$ cat src/rtl/serial_pkg.sv
// Shared defaults, FSM encoding and helpers for serial_arbiter and its per-channel slots.
package serial_pkg;

  localparam int unsigned DATA_W_DEF     = 17;
  localparam int unsigned TS_W_DEF       = 24;
  localparam int unsigned GAP_CYCLES_DEF = 8400;
  localparam int unsigned DROP_W         = 8;

  typedef enum logic [1:0] {
    ST_IDLE  = 2'd0,
    ST_OFFER = 2'd1,
    ST_LOAD  = 2'd2,
    ST_GAP   = 2'd3
  } arb_state_e;

  function automatic logic [DROP_W-1:0] sat_inc(input logic [DROP_W-1:0] v);
    return (v == {DROP_W{1'b1}}) ? v : v + 8'd1;
  endfunction

endpackage

$ cat src/rtl/serial_arb_slot.sv
// One channel's capture slot: result register, pending flag, decoder clear pulse, overrun counter.
// OVERWRITE_EN: a full slot is replaced by newer data and the overrun is counted (saturating).
module serial_arb_slot
  import serial_pkg::*;
#(
  parameter int unsigned DATA_W = DATA_W_DEF,
  parameter int unsigned TS_W   = TS_W_DEF
) (
  input  logic              clk_i,
  input  logic              rstn_i,
  input  logic              avail_i,
  input  logic [DATA_W-1:0] data_i,
  input  logic [TS_W-1:0]   ts_i,
  input  logic              grant_i,
  output logic              pending_o,
  output logic [DATA_W-1:0] data_o,
  output logic [TS_W-1:0]   ts_o,
  output logic              clr_o,
  output logic [DROP_W-1:0] drop_o
);

  logic              pending_q, pending_d;
  logic              clr_q;
  logic              capture_s;
  logic [DATA_W-1:0] data_q, data_d;
  logic [TS_W-1:0]   ts_q, ts_d;
  logic [DROP_W-1:0] drop_q, drop_d;

  // clr_q masks capture while the decoder still shows the result it is being told to clear.
  always_comb begin
    capture_s = 1'b0;
    drop_d    = drop_q;
`ifdef OVERWRITE_EN
    capture_s = avail_i && !clr_q;
    if (capture_s && pending_q && !grant_i) begin
      drop_d = sat_inc(drop_q);
    end else begin
      drop_d = drop_q;
    end
`else
    capture_s = avail_i && !clr_q && (!pending_q || grant_i);
    drop_d    = '0;
`endif
    if (capture_s) begin
      pending_d = 1'b1;
      data_d    = data_i;
      ts_d      = ts_i;
    end else if (grant_i) begin
      pending_d = 1'b0;
      data_d    = data_q;
      ts_d      = ts_q;
    end else begin
      pending_d = pending_q;
      data_d    = data_q;
      ts_d      = ts_q;
    end
  end

  // Slot state register.
  always_ff @(posedge clk_i) begin
    if (!rstn_i) begin
      pending_q <= 1'b0;
      clr_q     <= 1'b0;
      data_q    <= '0;
      ts_q      <= '0;
      drop_q    <= '0;
    end else begin
      pending_q <= pending_d;
      clr_q     <= capture_s;
      data_q    <= data_d;
      ts_q      <= ts_d;
      drop_q    <= drop_d;
    end
  end

  assign pending_o = pending_q;
  assign data_o    = data_q;
  assign ts_o      = ts_q;
  assign clr_o     = clr_q;
  assign drop_o    = drop_q;

endmodule

$ cat src/rtl/serial_arbiter.sv
// Round-robin arbiter sharing one serial transmitter among N_CH decoder channels.
// Optional OVERWRITE_EN macro: full slots are overwritten and overruns counted in drop_count.
module serial_arbiter
  import serial_pkg::*;
#(
  parameter  int unsigned N_CH       = 4,
  parameter  int unsigned DATA_W     = DATA_W_DEF,
  parameter  int unsigned TS_W       = TS_W_DEF,
  parameter  int unsigned GAP_CYCLES = GAP_CYCLES_DEF,
  localparam int unsigned ID_W       = $clog2(N_CH),
  localparam int unsigned CNT_W      = $clog2(GAP_CYCLES + 1)
) (
  input  logic                   clk_12MHz,
  input  logic                   rstn,
  input  logic [N_CH-1:0]        ch_data_available,
  input  logic [N_CH*DATA_W-1:0] ch_decoded_data,
  input  logic [N_CH*TS_W-1:0]   ch_timestamp,
  output logic [N_CH-1:0]        ch_reset_decoder,
  output logic                   tx_data_available,
  output logic [DATA_W-1:0]      tx_decoded_data,
  output logic [TS_W-1:0]        tx_timestamp,
  output logic [ID_W-1:0]        tx_sensor_id,
  input  logic                   tx_reset_decoder,
  output logic [N_CH*DROP_W-1:0] drop_count
);

  logic [N_CH-1:0]   pending_s, grant_s, clr_s;
  logic [DATA_W-1:0] slot_data_s [N_CH];
  logic [TS_W-1:0]   slot_ts_s   [N_CH];

  arb_state_e        state_q, state_d;
  logic [ID_W-1:0]   rr_q, rr_d, id_q, id_d, pick_s, idx_s;
  logic              any_s;
  logic [CNT_W-1:0]  cnt_q, cnt_d;
  logic              txv_q, txv_d;
  logic [DATA_W-1:0] txd_q, txd_d;
  logic [TS_W-1:0]   txts_q, txts_d;

  for (genvar i = 0; i < N_CH; i++) begin : g_slot
    serial_arb_slot #(
      .DATA_W (DATA_W),
      .TS_W   (TS_W)
    ) u_slot (
      .clk_i     (clk_12MHz),
      .rstn_i    (rstn),
      .avail_i   (ch_data_available[i]),
      .data_i    (ch_decoded_data[i*DATA_W +: DATA_W]),
      .ts_i      (ch_timestamp[i*TS_W +: TS_W]),
      .grant_i   (grant_s[i]),
      .pending_o (pending_s[i]),
      .data_o    (slot_data_s[i]),
      .ts_o      (slot_ts_s[i]),
      .clr_o     (clr_s[i]),
      .drop_o    (drop_count[i*DROP_W +: DROP_W])
    );
  end

  assign ch_reset_decoder = clr_s;

  // Scan downwards so the lowest offset from rr_q (first at or after it) wins.
  always_comb begin
    pick_s = '0;
    idx_s  = '0;
    any_s  = |pending_s;
    for (int k = N_CH - 1; k >= 0; k--) begin
      idx_s = ID_W'((int'(rr_q) + k) % int'(N_CH));
      if (pending_s[idx_s]) begin
        pick_s = idx_s;
      end else begin
        pick_s = pick_s;
      end
    end
  end

  // Grant is taken in IDLE only; the slot frees itself in the same cycle.
  always_comb begin
    grant_s = '0;
    if (state_q == ST_IDLE && any_s) begin
      grant_s[pick_s] = 1'b1;
    end else begin
      grant_s = '0;
    end
  end

  // Next-state and tx register logic.
  always_comb begin
    state_d = state_q;
    rr_d    = rr_q;
    cnt_d   = cnt_q;
    txv_d   = txv_q;
    txd_d   = txd_q;
    txts_d  = txts_q;
    id_d    = id_q;
    case (state_q)
      ST_IDLE: begin
        if (any_s) begin
          txd_d   = slot_data_s[pick_s];
          txts_d  = slot_ts_s[pick_s];
          id_d    = pick_s;
          txv_d   = 1'b1;
          state_d = ST_OFFER;
        end else begin
          state_d = ST_IDLE;
        end
      end
      ST_OFFER: begin
        if (tx_reset_decoder) begin
          txv_d   = 1'b0;
          rr_d    = (id_q == ID_W'(N_CH - 1)) ? '0 : id_q + ID_W'(1);
          state_d = ST_LOAD;
        end else begin
          state_d = ST_OFFER;
        end
      end
      ST_LOAD: begin
        cnt_d   = CNT_W'(GAP_CYCLES - 1);
        state_d = ST_GAP;
      end
      ST_GAP: begin
        if (cnt_q == '0) begin
          state_d = ST_IDLE;
        end else begin
          cnt_d = cnt_q - CNT_W'(1);
        end
      end
      default: begin
        state_d = ST_IDLE;
      end
    endcase
  end

  // FSM, pointer, gap counter and tx registers.
  always_ff @(posedge clk_12MHz) begin
    if (!rstn) begin
      state_q <= ST_IDLE;
      rr_q    <= '0;
      cnt_q   <= '0;
      txv_q   <= 1'b0;
      txd_q   <= '0;
      txts_q  <= '0;
      id_q    <= '0;
    end else begin
      state_q <= state_d;
      rr_q    <= rr_d;
      cnt_q   <= cnt_d;
      txv_q   <= txv_d;
      txd_q   <= txd_d;
      txts_q  <= txts_d;
      id_q    <= id_d;
    end
  end

  assign tx_data_available = txv_q;
  assign tx_decoded_data   = txd_q;
  assign tx_timestamp      = txts_q;
  assign tx_sensor_id      = id_q;

endmodule
$ cat config.mk
export PLATFORM = sky130hd
export DESIGN_NAME = serial_arbiter
export DESIGN_NICKNAME = d
export VERILOG_FILES = /design/src/rtl/serial_pkg.sv /design/src/rtl/serial_arb_slot.sv /design/src/rtl/serial_arbiter.sv
export SDC_FILE = /design/constraint.sdc
export NUM_CORES = 1
export LEC_CHECK = 0
export CAP_MARGIN = 25
export CORE_MARGIN = 3
export CORE_UTILIZATION = 35
export CTS_CLUSTER_DIAMETER = 40
export CTS_CLUSTER_SIZE = 12
export DETAILED_ROUTE_END_ITERATION = 8
export GPL_TIMING_DRIVEN = 0
export SLEW_MARGIN = 20
export SYNTH_ARGS = -nofsm -noshare
export SYNTH_HDL_FRONTEND = slang
export SYNTH_SLANG_ARGS = --single-unit
$ cat constraint.sdc
create_clock -name clk_12MHz -period 4.37 [get_ports clk_12MHz]
set_clock_uncertainty 0.1 [all_clocks]
set_input_delay 0.874 -clock clk_12MHz [delete_from_list [all_inputs] [get_ports clk_12MHz]]
set_output_delay 0.874 -clock clk_12MHz [all_outputs]
set_load 0.02 [all_outputs]
# Yosys cells after proc, flatten, opt, wreduce, memory -nomap -nowiden
# Cells that the tools add are included.
[word_totals]
reg_bits = 234
output_inout_bits = 80
elab_cells = 118
[classes]
addsub = 5
order_cmp = 7
n_eq_ne = 8
mux = 39
n_bitwise = 1
reduce_logical = 35
[ops]
columns = ["operator", "count"]
rows = [
  ["$bmux 24 s2", 1],
  ["$mux 24", 2],
  ["$bmux 17 s2", 1],
  ["$mux 17", 2],
  ["$pmux 14 s2", 1],
  ["$mux 1", 16],
  ["$lt 2x3->1 const B", 5],
  ["$logic_not 14->1", 1],
  ["$mux 14", 1],
  ["$mux 2", 7],
  ["$sub 14x1->14 const B", 1],
  ["$reduce_bool 2->1", 6],
  ["$logic_and 1x1->1", 10],
  ["$bmux 1 s2", 4],
  ["$logic_not 1->1", 8],
  ["$ne 2x2->1 const B", 4],
  ["$pmux 2 s4", 1],
  ["$eq 2x2->1 const B", 3],
  ["$reduce_and 2->1", 3],
  ["$add 2x1->2 const B", 2],
  ["$add 2x2->2 const B", 2],
  ["$logic_or 1x1->1", 4],
  ["$mux 4", 1],
  ["$reduce_or 4->1", 1],
  ["8 further kinds", 8],
]

# Depth between registers and ports, before layout
# Gate-level depths: netlist of run 1.
[depth]
word_depth = 15
ltp_mapped = 8
mapped_depth_nobuf = 7

# By module
# A second synthesis of run 1 with hierarchy kept.
[unflattened]
hier_cells = 1232
hier_area_um2 = 11119.4
[modules_own_cells]
columns = ["mod", "n_inst", "cells_per_inst", "area_per_inst_um2"]
rows = [
  ["serial_arb_slot", 4, 194, 1838.0],
  ["serial_arbiter", 1, 456, 3767.4],
]

# Worst setup path before layout of run 1
# OpenSTA, ideal clock, no wires.
[synth_timing]
kind = "input port to flip-flop"
start = "input port rstn"
end = "register g_slot[3].u_slot.data_q[0]"
setup_time_ns = 0.072
arrival_ns = 1.850
required_time_ns = 4.198
slack_ns = 2.349
stages = 5
path_buffers = 3
cell_sequence = "clkbuf_1 clkbuf_1 clkbuf_1 nand2_1 mux2i_1"
[synth_rtl]
columns = ["item", "line", "rtl"]
rows = [
  ["from (decl)", "serial_arbiter.sv:14", "input logic rstn,"],
  ["to (signal assigned)", "serial_arb_slot.sv:70", "data_q <= data_d;"],
  ["to (decl)", "serial_arb_slot.sv:25", "logic [DATA_W-1:0] data_q, data_d;"],
]

==> out/results.ini, run 1 <==
[cts]
cts_resized = 0
cts.htree.levels = 2
insertion_delay_ns = 0.50
cts_tree = built
clkSlewWorstSetupHoldPaths_ns = 0.05
cts-buffers-inserted = 37
cts_max_path_buffers = 3
post-cts-setup-buffers = 0
clkSinkCount = 234
hold_buffers = 0
root_buffer = clkbuf_16

[sta]
fin_crit_ns = 2.862
fmax_mhz = 349.4
maxSlewHeadroom = 0.4003
finalCritPeriodShare = 0.6550
rsz0062_at_grt = false
fin_setup_tns_ns = 0
hold_viol_final = 0
finalMaxSlewViolations = 0
tightest_slew_ns = 0.8996
setup_viol = 0

[yosys]
ys_types = 50
synth_edf_count = 0
ys.flop_type = dfxtp_1
yosys_register_bits = 234
synth_area_leaders = dfxtp_1 (44%), mux2i_1 (23%), nand2_1 (12%)
syn_inst = 1159
yosys.area.top_type_share = 0.4409
yosysTopAreaCell = dfxtp_1
netlist_area_sq_mm = 0.01063
ys_seq_area_frac = 0.4409
async_reset_ff_frac = 0
yosys_warnings = 0
syn_area_per_cell_sq_um = 9.168

[final_layout]
area_growth_pct = 37.62
drive_gt1_frac = 0.09517
nFillCells = 2822
finalNetCount = 1620
antennaDiodeCount = 0

[grt]
grt.busiest_layer = met2
grt_pass1_vias = 9414
grt_max_degree = 12
grt_pass1_wl_um = 51920
grt_usage = 0.1999
grt.met2_usage = 0.3285
grt_util_met1 = 0.2704
overflow = 0
antenna_found_initial = 0
grtUsageMet3 = 0.04158

[routing]
dr_total_vias = 9128
first_pass_iters = 7
wirelength_um = 33870
first_iter_violations = 472
antenna_left = 0
wl_per_cell_um = 18.20
drc = 0
via_per_inst = 4.905

[die]
pin_count = 251
die_w_um = 180.2
coreArea_sq_mm = 0.02980
start_util = 0.3566
fp.dieH_um = 180.2
dieArea_sq_mm = 0.03248
rows = 63

[power_and_ir_drop]
seqPwrFrac = 0.361
cellLeakagePower_uw = 0.006473
sw_frac_of_total = 0.2989
p_sw_uw = 2133
clockPowerShare = 0.396
fin_total_pwr_uw = 7137
power_frac_comb = 0.243
irDropWorstVdd_mv = 0.2540
intPower_uw = 5004
p_per_area_mw_per_mm2 = 488.1

[worst_setup_path]
start_kind = input port
critical_path_required_ns = 4.68
crit_fanout = 10
timing.rr.end = tx_timestamp[12]
crit_family = buffers and inverters
end_kind = flip-flop
path_cells = clkbuf_1 -> clkbuf_1 -> clkbuf_1 -> nand2_1 -> mux2i_1
crit_top_cell = clkbuf_1
slowest_stage = clkbuf_1
r2r_setup_slack_ns = 1.71
r2r-start = g_slot[3].u_slot.pending_o
arrival_ns = 3.18
cp.buffers_inverters = 3
crit_type = in -> reg
worst-r2r-cell-count = 6
slowest_delay_ns = 0.75

[outcome]
status = completed

[place]
port_buffers = 217
gp_congestion = 0.8410
hpwlAfterDp_um = 25610

[hold_path]
worstHoldStart = g_slot[3].u_slot.data_o[10]
worstHoldPathType = reg -> reg
hold_depth = 2
hold_path_end = g_slot[3].u_slot.data_o[10]

[run]
max_cap_violations = 0

==> stage by stage <==
step	setup slack [ns]	util	hold slack (ns)	std cells	area, sq um
after detailed placement	1.036	0.4499	0.3508	1797	13410
after global routing	1.448	0.4908	0.3744	1861	14620
after global placement	1.147	0.4498	0.3432	1797	13400
after floorplan	2.349	-	0.3373	1190	10740
final	1.508	0.4908	0.3553	1861	14620
after CTS	1.565	0.4908	0.3584	1861	14620
==> power by group through the flow <==
stage / clock network, uW / logic, uW / registers (uW)
after floorplan: 0 / 959 / 2680
after global placement: 0 / 1710 / 2620
after detailed placement: 0 / 1730 / 2620
after CTS: 2870 / 1740 / 2580
after global routing: 2970 / 1870 / 2610
final: 2820 / 1730 / 2580
==> how the worst max path moves through the flow <==
stage,start,cells past startpoint,endpoint
2_1_floorplan,rstn,5,g_slot[3].u_slot.data_o[0]
3_3_place_gp,rstn,5,g_slot[0].u_slot.data_o[14]
3_5_place_dp,rstn,5,g_slot[0].u_slot.ts_o[0]
4_1_cts,rstn,5,g_slot[0].u_slot.data_o[11]
5_1_grt,rstn,5,g_slot[0].u_slot.data_o[11]
6_report,rstn,5,g_slot[0].u_slot.data_o[11]
==> area by class of cell <==
type / instances / area, sq um / area share
clock buffers: 48 / 1090 / 0.07453
well taps: 390 / 488.0 / 0.03337
clock inverters: 16 / 126.4 / 0.008642
repair buffers: 217 / 2172 / 0.1485
flip-flops and latches: 234 / 4684 / 0.3204
plain buffers: 123 / 739.5 / 0.05057
multi-input cells: 828 / 5304 / 0.3627
inverters: 5 / 18.77 / 0.001283
==> per-layer routing <==
layer  part of all wire  wire length [um]
met3              0.064              2184
met1               0.46             15490
met2               0.46             15460
met4              0.022               736
met5                  0                 0
==> cell usage in the layout (no fill, tap or decap), types with 12 or more instances in the layout <==
cell             netlist  final
nand2_1              340    340
mux2i_1              248    248
dfxtp_1              234    234
clkdlybuf4s50_1        0    217
clkbuf_1              57     58
buf_4                 48     48
o21ai_0               48     48
a221oi_1              41     41
clkbuf_16              0     39
conb_1                 1     32
nor2_1                20     20
a21oi_1               18     18
buf_6                 12     12
==> registers in the layout, summed over array words and instances, names as in the netlist, named ones only <==
register / cells
tx_data_available: 1
tx_timestamp: 24
g_slot.u_slot.data_o: 68
state_q: 1
tx_decoded_data: 17
g_slot.u_slot.ts_o: 96
g_slot.u_slot.clr_o: 4
rr_q: 2
g_slot.u_slot.pending_o: 4
tx_sensor_id: 2
cnt_q: 14
==> cells by family (layout without fill, tap and decap cells) <==
group                    after synthesis  count (layout)  synth area share
AND/OR/NAND/NOR                      410             410            0.1605
multiplexers                         248             248            0.2336
flip-flops                           234             234            0.4409
AO/OA/AOI/OAI                        129             129           0.08479
buffers and inverters                128             409           0.07136
XOR/XNOR                               6               6          0.004946
adder cells (fa/ha/maj)                3               3          0.003533
other                                  1              32         0.0003529
==> synth_stat cells (3+ instances only) <==
master / instances
a21oi_1: 18
buf_2: 6
ha_1: 3
buf_4: 48
nand3_1: 8
buf_6: 12
nor2_1: 20
nand2b_1: 7
a21oi_4: 4
nor3_1: 6
a221oi_1: 41
dfxtp_1: 234
xor2_1: 4
o21ai_0: 48
nand2_1: 340
mux2i_1: 248
nand4_1: 3
inv_1: 5
nand3b_1: 5
or3_1: 3
clkbuf_1: 57
==> worst reg2reg max path: stages, from the launching register on <==
cell	delay, ns
dfxtp_1	0.43
nor4_1	0.13
or3_1	0.31
buf_2	0.21
nor3_1	0.69
clkbuf_1	0.49
a221oi_1	0.15
(Power assumes the default switching activity.)
==> run 2: changes to the inputs <==
Clock period 4.37 ns to 2.8 ns, I/O delays scaled along.
==> run 2 against run 1 <==
Against the previous run: first-iteration DRC count grew 1.7%; critical path depth up 1; global-route usage unchanged; highest routed layer unchanged.
==> out/results.ini, run 2 (synthesized netlist as in run 1, its figures left out) <==
[outcome]
status = completed

[final_layout]
finalNetCount = 1620
post-route-util = 0.4909
largest_reg_flops = 96
antennaDiodeCount = 0
area_growth_pct = 37.67
drive_gt1_frac = 0.09585
layout_common_cells = nand2_1 (340), mux2i_1 (248), dfxtp_1 (234)
finalInstanceArea_sq_mm = 0.01463
final_common_cell = nand2_1

[sta]
setup_viol = 0
rsz0062_at_grt = false
finalMaxSlewViolations = 0
tightest_slew_ns = 0.9013
fin_crit_ns = 2.582
finalCritPeriodShare = 0.9220
fmax_mhz = 387.4
maxSlewHeadroom = 0.3991
hold_viol_final = 0
whs_ns = 0.3553
setup_ws_ns = 0.2184

[die]
start_util = 0.3566
rows = 63
pin_count = 251
die_w_um = 180.2
dieArea_sq_mm = 0.03248
coreArea_sq_mm = 0.02980
fp.dieH_um = 180.2

[hold_path]
worstHoldPathType = reg -> reg

[cts]
cts-buffers-inserted = 37
clkSlewWorstSetupHoldPaths_ns = 0.05
root_buffer = clkbuf_16
cts.htree.levels = 2
cts_max_path_buffers = 3
clkSinkCount = 234
hold_buffers = 0
insertion_delay_ns = 0.49
cts_tree = built

[grt]
grt_pass1_vias = 9414
grt_max_degree = 12
antenna_found_initial = 0
overflow = 0
grt_usage = 0.1999
grt_pass1_wl_um = 51920

[worst_setup_path]
critical_path_required_ns = 3.05
arrival_ns = 2.83
crit_type = reg -> reg
end_kind = flip-flop
start_kind = flip-flop
crit_fanout = 10

[routing]
first_iter_violations = 480
antenna_left = 0
wl_per_cell_um = 18.20
first_pass_iters = 5
via_per_inst = 4.890
wirelength_um = 33870
dr_total_vias = 9100
drc = 0

[place]
port_buffers = 217
hpwlAfterDp_um = 25610
dpl_cell_area_sq_mm = 0.01341
gp_congestion = 0.8410
place_ws_ns = -0.2200

[run]
max_cap_violations = 0

[power_and_ir_drop]
fin_total_pwr_uw = 11140
irDropWorstVdd_mv = 0.3963
cellLeakagePower_uw = 0.006474
p_per_area_mw_per_mm2 = 761.6

run 2: final cells by class:
class,instances,area [sq um]
Inverter,5,18.77
Clock inverter,16,126.4
Sequential cell,234,4684
Buffer,123,739.5
Clock buffer,48,1090
Tap cell,390,488.0
Multi-Input combinational cell,828,5309
Timing Repair Buffer,217,2172
Fill cell,2821,15170
run 2: metrics by stage:
| step | TNS (ns) | std cells |
|---|---|---|
| floorplan | 0 | 1190 |
| global placement | -1.641 | 1797 |
| detailed placement | -5.982 | 1797 |
| CTS | 0 | 1861 |
| global route | 0 | 1861 |
| finish | 0 | 1861 |
run 2: report_power, final:
part | switching [uW] | internal (uW) | leakage [uW] | total [uW]
clock | 1580 | 2830 | 0.000598 | 4410
sequential | 263 | 3760 | 0.00192 | 4030
combinational | 1480 | 1220 | 0.00395 | 2710
total | 3330 | 7810 | 0.00647 | 11100
run 2: timing repair:
| action | in CTS | in global routing |
|---|---|---|
| resized for setup | 0 | 1 |
| setup buffers | 0 | 0 |
| setup endpoints to repair | 0 | 2 |
run 2: worst paths after layout:
path,startpoint,to,slack (ns),cells after the start
worst max register to register,g_slot[3].u_slot.pending_o,tx_decoded_data[1],0.22,6
worst min-delay path,g_slot[3].u_slot.data_o[10],g_slot[3].u_slot.data_o[10],0.36,2
worst min register to register,g_slot[3].u_slot.data_o[10],g_slot[3].u_slot.data_o[10],0.36,2
worst max-delay path,g_slot[3].u_slot.pending_o,tx_decoded_data[1],0.22,6
run 2: worst max-delay path, cell delays in order, from the launching register on:
cell and delay (ns):
dfxtp_1 0.43, nor4_1 0.13, or3_1 0.31, buf_2 0.22, a21oi_1 0.55, clkbuf_1 0.50, a221oi_1 0.19
run 2: routing by layer:
metal,vias up,share of wire,GRT usage
met1,4204,0.46,0.2704
met5,-,0,0
li1,4497,-,-
met3,52,0.065,0.04158
met4,0,0.021,0.04820
met2,347,0.46,0.3285
==> run 3: changes to the inputs <==
Clock period 2.8 ns to 2.52 ns, I/O delays scaled along.
==> run 3 against run 2 <==
Against the previous run: clock-buffer cell count stayed put; die area stayed put; worst setup slack worse by 0.11 ns; final area is 0.22% higher; largest cell class unchanged; largest power group unchanged; register-to-register slack worse by 0.11 ns; non-clock buffer count is 2 higher.
==> out/results.ini, run 3 (synthesized netlist as in run 1, its figures left out) <==
[routing]
via_per_inst = 4.909
wirelength_um = 33870
dr_total_vias = 9146
first_iter_violations = 489
first_pass_iters = 7
antenna_left = 0
wl_per_cell_um = 18.18
drc = 0

[final_layout]
layout_common_cells = nand2_1 (340), mux2i_1 (248), dfxtp_1 (234)
antennaDiodeCount = 0
drive_gt1_frac = 0.09844
largest_reg_flops = 96
final_common_cell = nand2_1
finalNetCount = 1622
nFillCells = 2820
multiInputGateArea_sq_mm = 0.005313
area_growth_pct = 37.98
ff_latch_area_sq_mm = 0.004684

[sta]
whs_ns = 0.3553
setup_viol = 0
hold_viol_final = 0
tightest_slew_ns = 0.8659
setup_ws_ns = 0.1133
finalCritPeriodShare = 0.9550
maxSlewHeadroom = 0.4228
fmax_mhz = 415.5
fin_crit_ns = 2.407
rsz0062_at_grt = false
finalMaxSlewViolations = 0

[grt]
overflow = 0
antenna_found_initial = 0
grt_pass1_vias = 9412
grt_max_degree = 12
grt_pass1_wl_um = 51910
grt_usage = 0.1999

[worst_setup_path]
crit_type = reg -> reg
crit_family = simple AND/OR/NAND/NOR gates
cp.buffers_inverters = 2
critical_path_required_ns = 2.77
slowest_delay_ns = 0.47
end_kind = flip-flop
slowest_stage = clkbuf_1
crit_fanout = 10
start_kind = flip-flop
arrival_ns = 2.65
path_cells = nor4_1 -> or3_1 -> buf_2 -> nor3_2 -> clkbuf_1 -> a221oi_1

[run]
max_cap_violations = 0

[cts]
clkSlewWorstSetupHoldPaths_ns = 0.05
hold_buffers = 0
clkSinkCount = 234
cts_max_path_buffers = 3
cts-buffers-inserted = 37
root_buffer = clkbuf_16
cts.htree.levels = 2
cts_tree = built
insertion_delay_ns = 0.49

[power_and_ir_drop]
irDropWorstVdd_mv = 0.4403
cellLeakagePower_uw = 0.006491
p_per_area_mw_per_mm2 = 845.8

[die]
coreArea_sq_mm = 0.02980
start_util = 0.3566
pin_count = 251
die_w_um = 180.2
rows = 63
fp.dieH_um = 180.2
dieArea_sq_mm = 0.03248

[place]
port_buffers = 217
hpwlAfterDp_um = 25610
place_ws_ns = -0.4440
gp_congestion = 0.8410

[hold_path]
worstHoldPathType = reg -> reg

[outcome]
status = completed

-- run 3: cell count changes in the layout (fill, tap and decap cells not counted) --
| cell | change |
|---|---|
| a21oi_1 | -1 |
| a21oi_2 | +1 |
| buf_12 | +1 |
| buf_4 | +1 |
| clkbuf_1 | -1 |
| clkbuf_2 | +1 |
-- run 3: final timing paths --
check	slack [ns]	from	cells past startpoint	endpoint
setup reg to reg	0.11	g_slot[3].u_slot.pending_o	6	tx_timestamp[23]
hold reg to reg	0.36	g_slot[3].u_slot.data_o[10]	2	g_slot[3].u_slot.data_o[10]
hold / removal	0.36	g_slot[3].u_slot.data_o[10]	2	g_slot[3].u_slot.data_o[10]
setup / recovery	0.11	g_slot[3].u_slot.pending_o	6	tx_timestamp[23]
-- run 3: layout make-up --
type                    instances  area share
plain buffers                 123     0.05052
clock buffers                  48     0.07434
clock inverters                16    0.008620
inverters                       5    0.001280
multi-input cells             828      0.3624
flip-flops and latches        234      0.3195
well taps                     390     0.03328
repair buffers                219      0.1500
-- run 3: metrics by stage --
step / util / cell area [sq um] / instances / total power [uW] / setup TNS [ns]
CTS: 0.4909 / 14630 / 1861 / 12460 / 0
finish: 0.4920 / 14660 / 1863 / 12400 / 0
floorplan: - / 10740 / 1190 / 6316 / 0
detailed placement: 0.4499 / 13410 / 1797 / 7541 / -29.66
global route: 0.4920 / 14660 / 1863 / 12920 / 0
global placement: 0.4498 / 13400 / 1797 / 7508 / -21.33
-- run 3: metal layers --
layer  part of all wire  track usage
met2               0.46       0.3285
met3              0.061      0.04158
met1               0.46       0.2704
met5                  0            0
met4              0.021      0.04820
-- run 3: worst register-to-register path, delay by kind of cell (launching register included) --
family | cells | cell delay, ns
flops | 1 | 0.44
buf+inv | 2 | 0.69
simple gates | 3 | 0.87
compound gates | 1 | 0.16
-- run 3: what timing repair did --
| item | 4_1_cts | 5_1_grt |
|---|---|---|
| resized for setup | 1 | 4 |
| setup buffers | 0 | 2 |
| endpoints found under the setup margin | 40 | 61 |
| pin swaps | 0 | 1 |
-- run 3: power breakdown --
group / switching, uW / internal, uW
registers: 292 / 4180
logic: 1650 / 1370
clock network: 1760 / 3140
total: 3710 / 8690
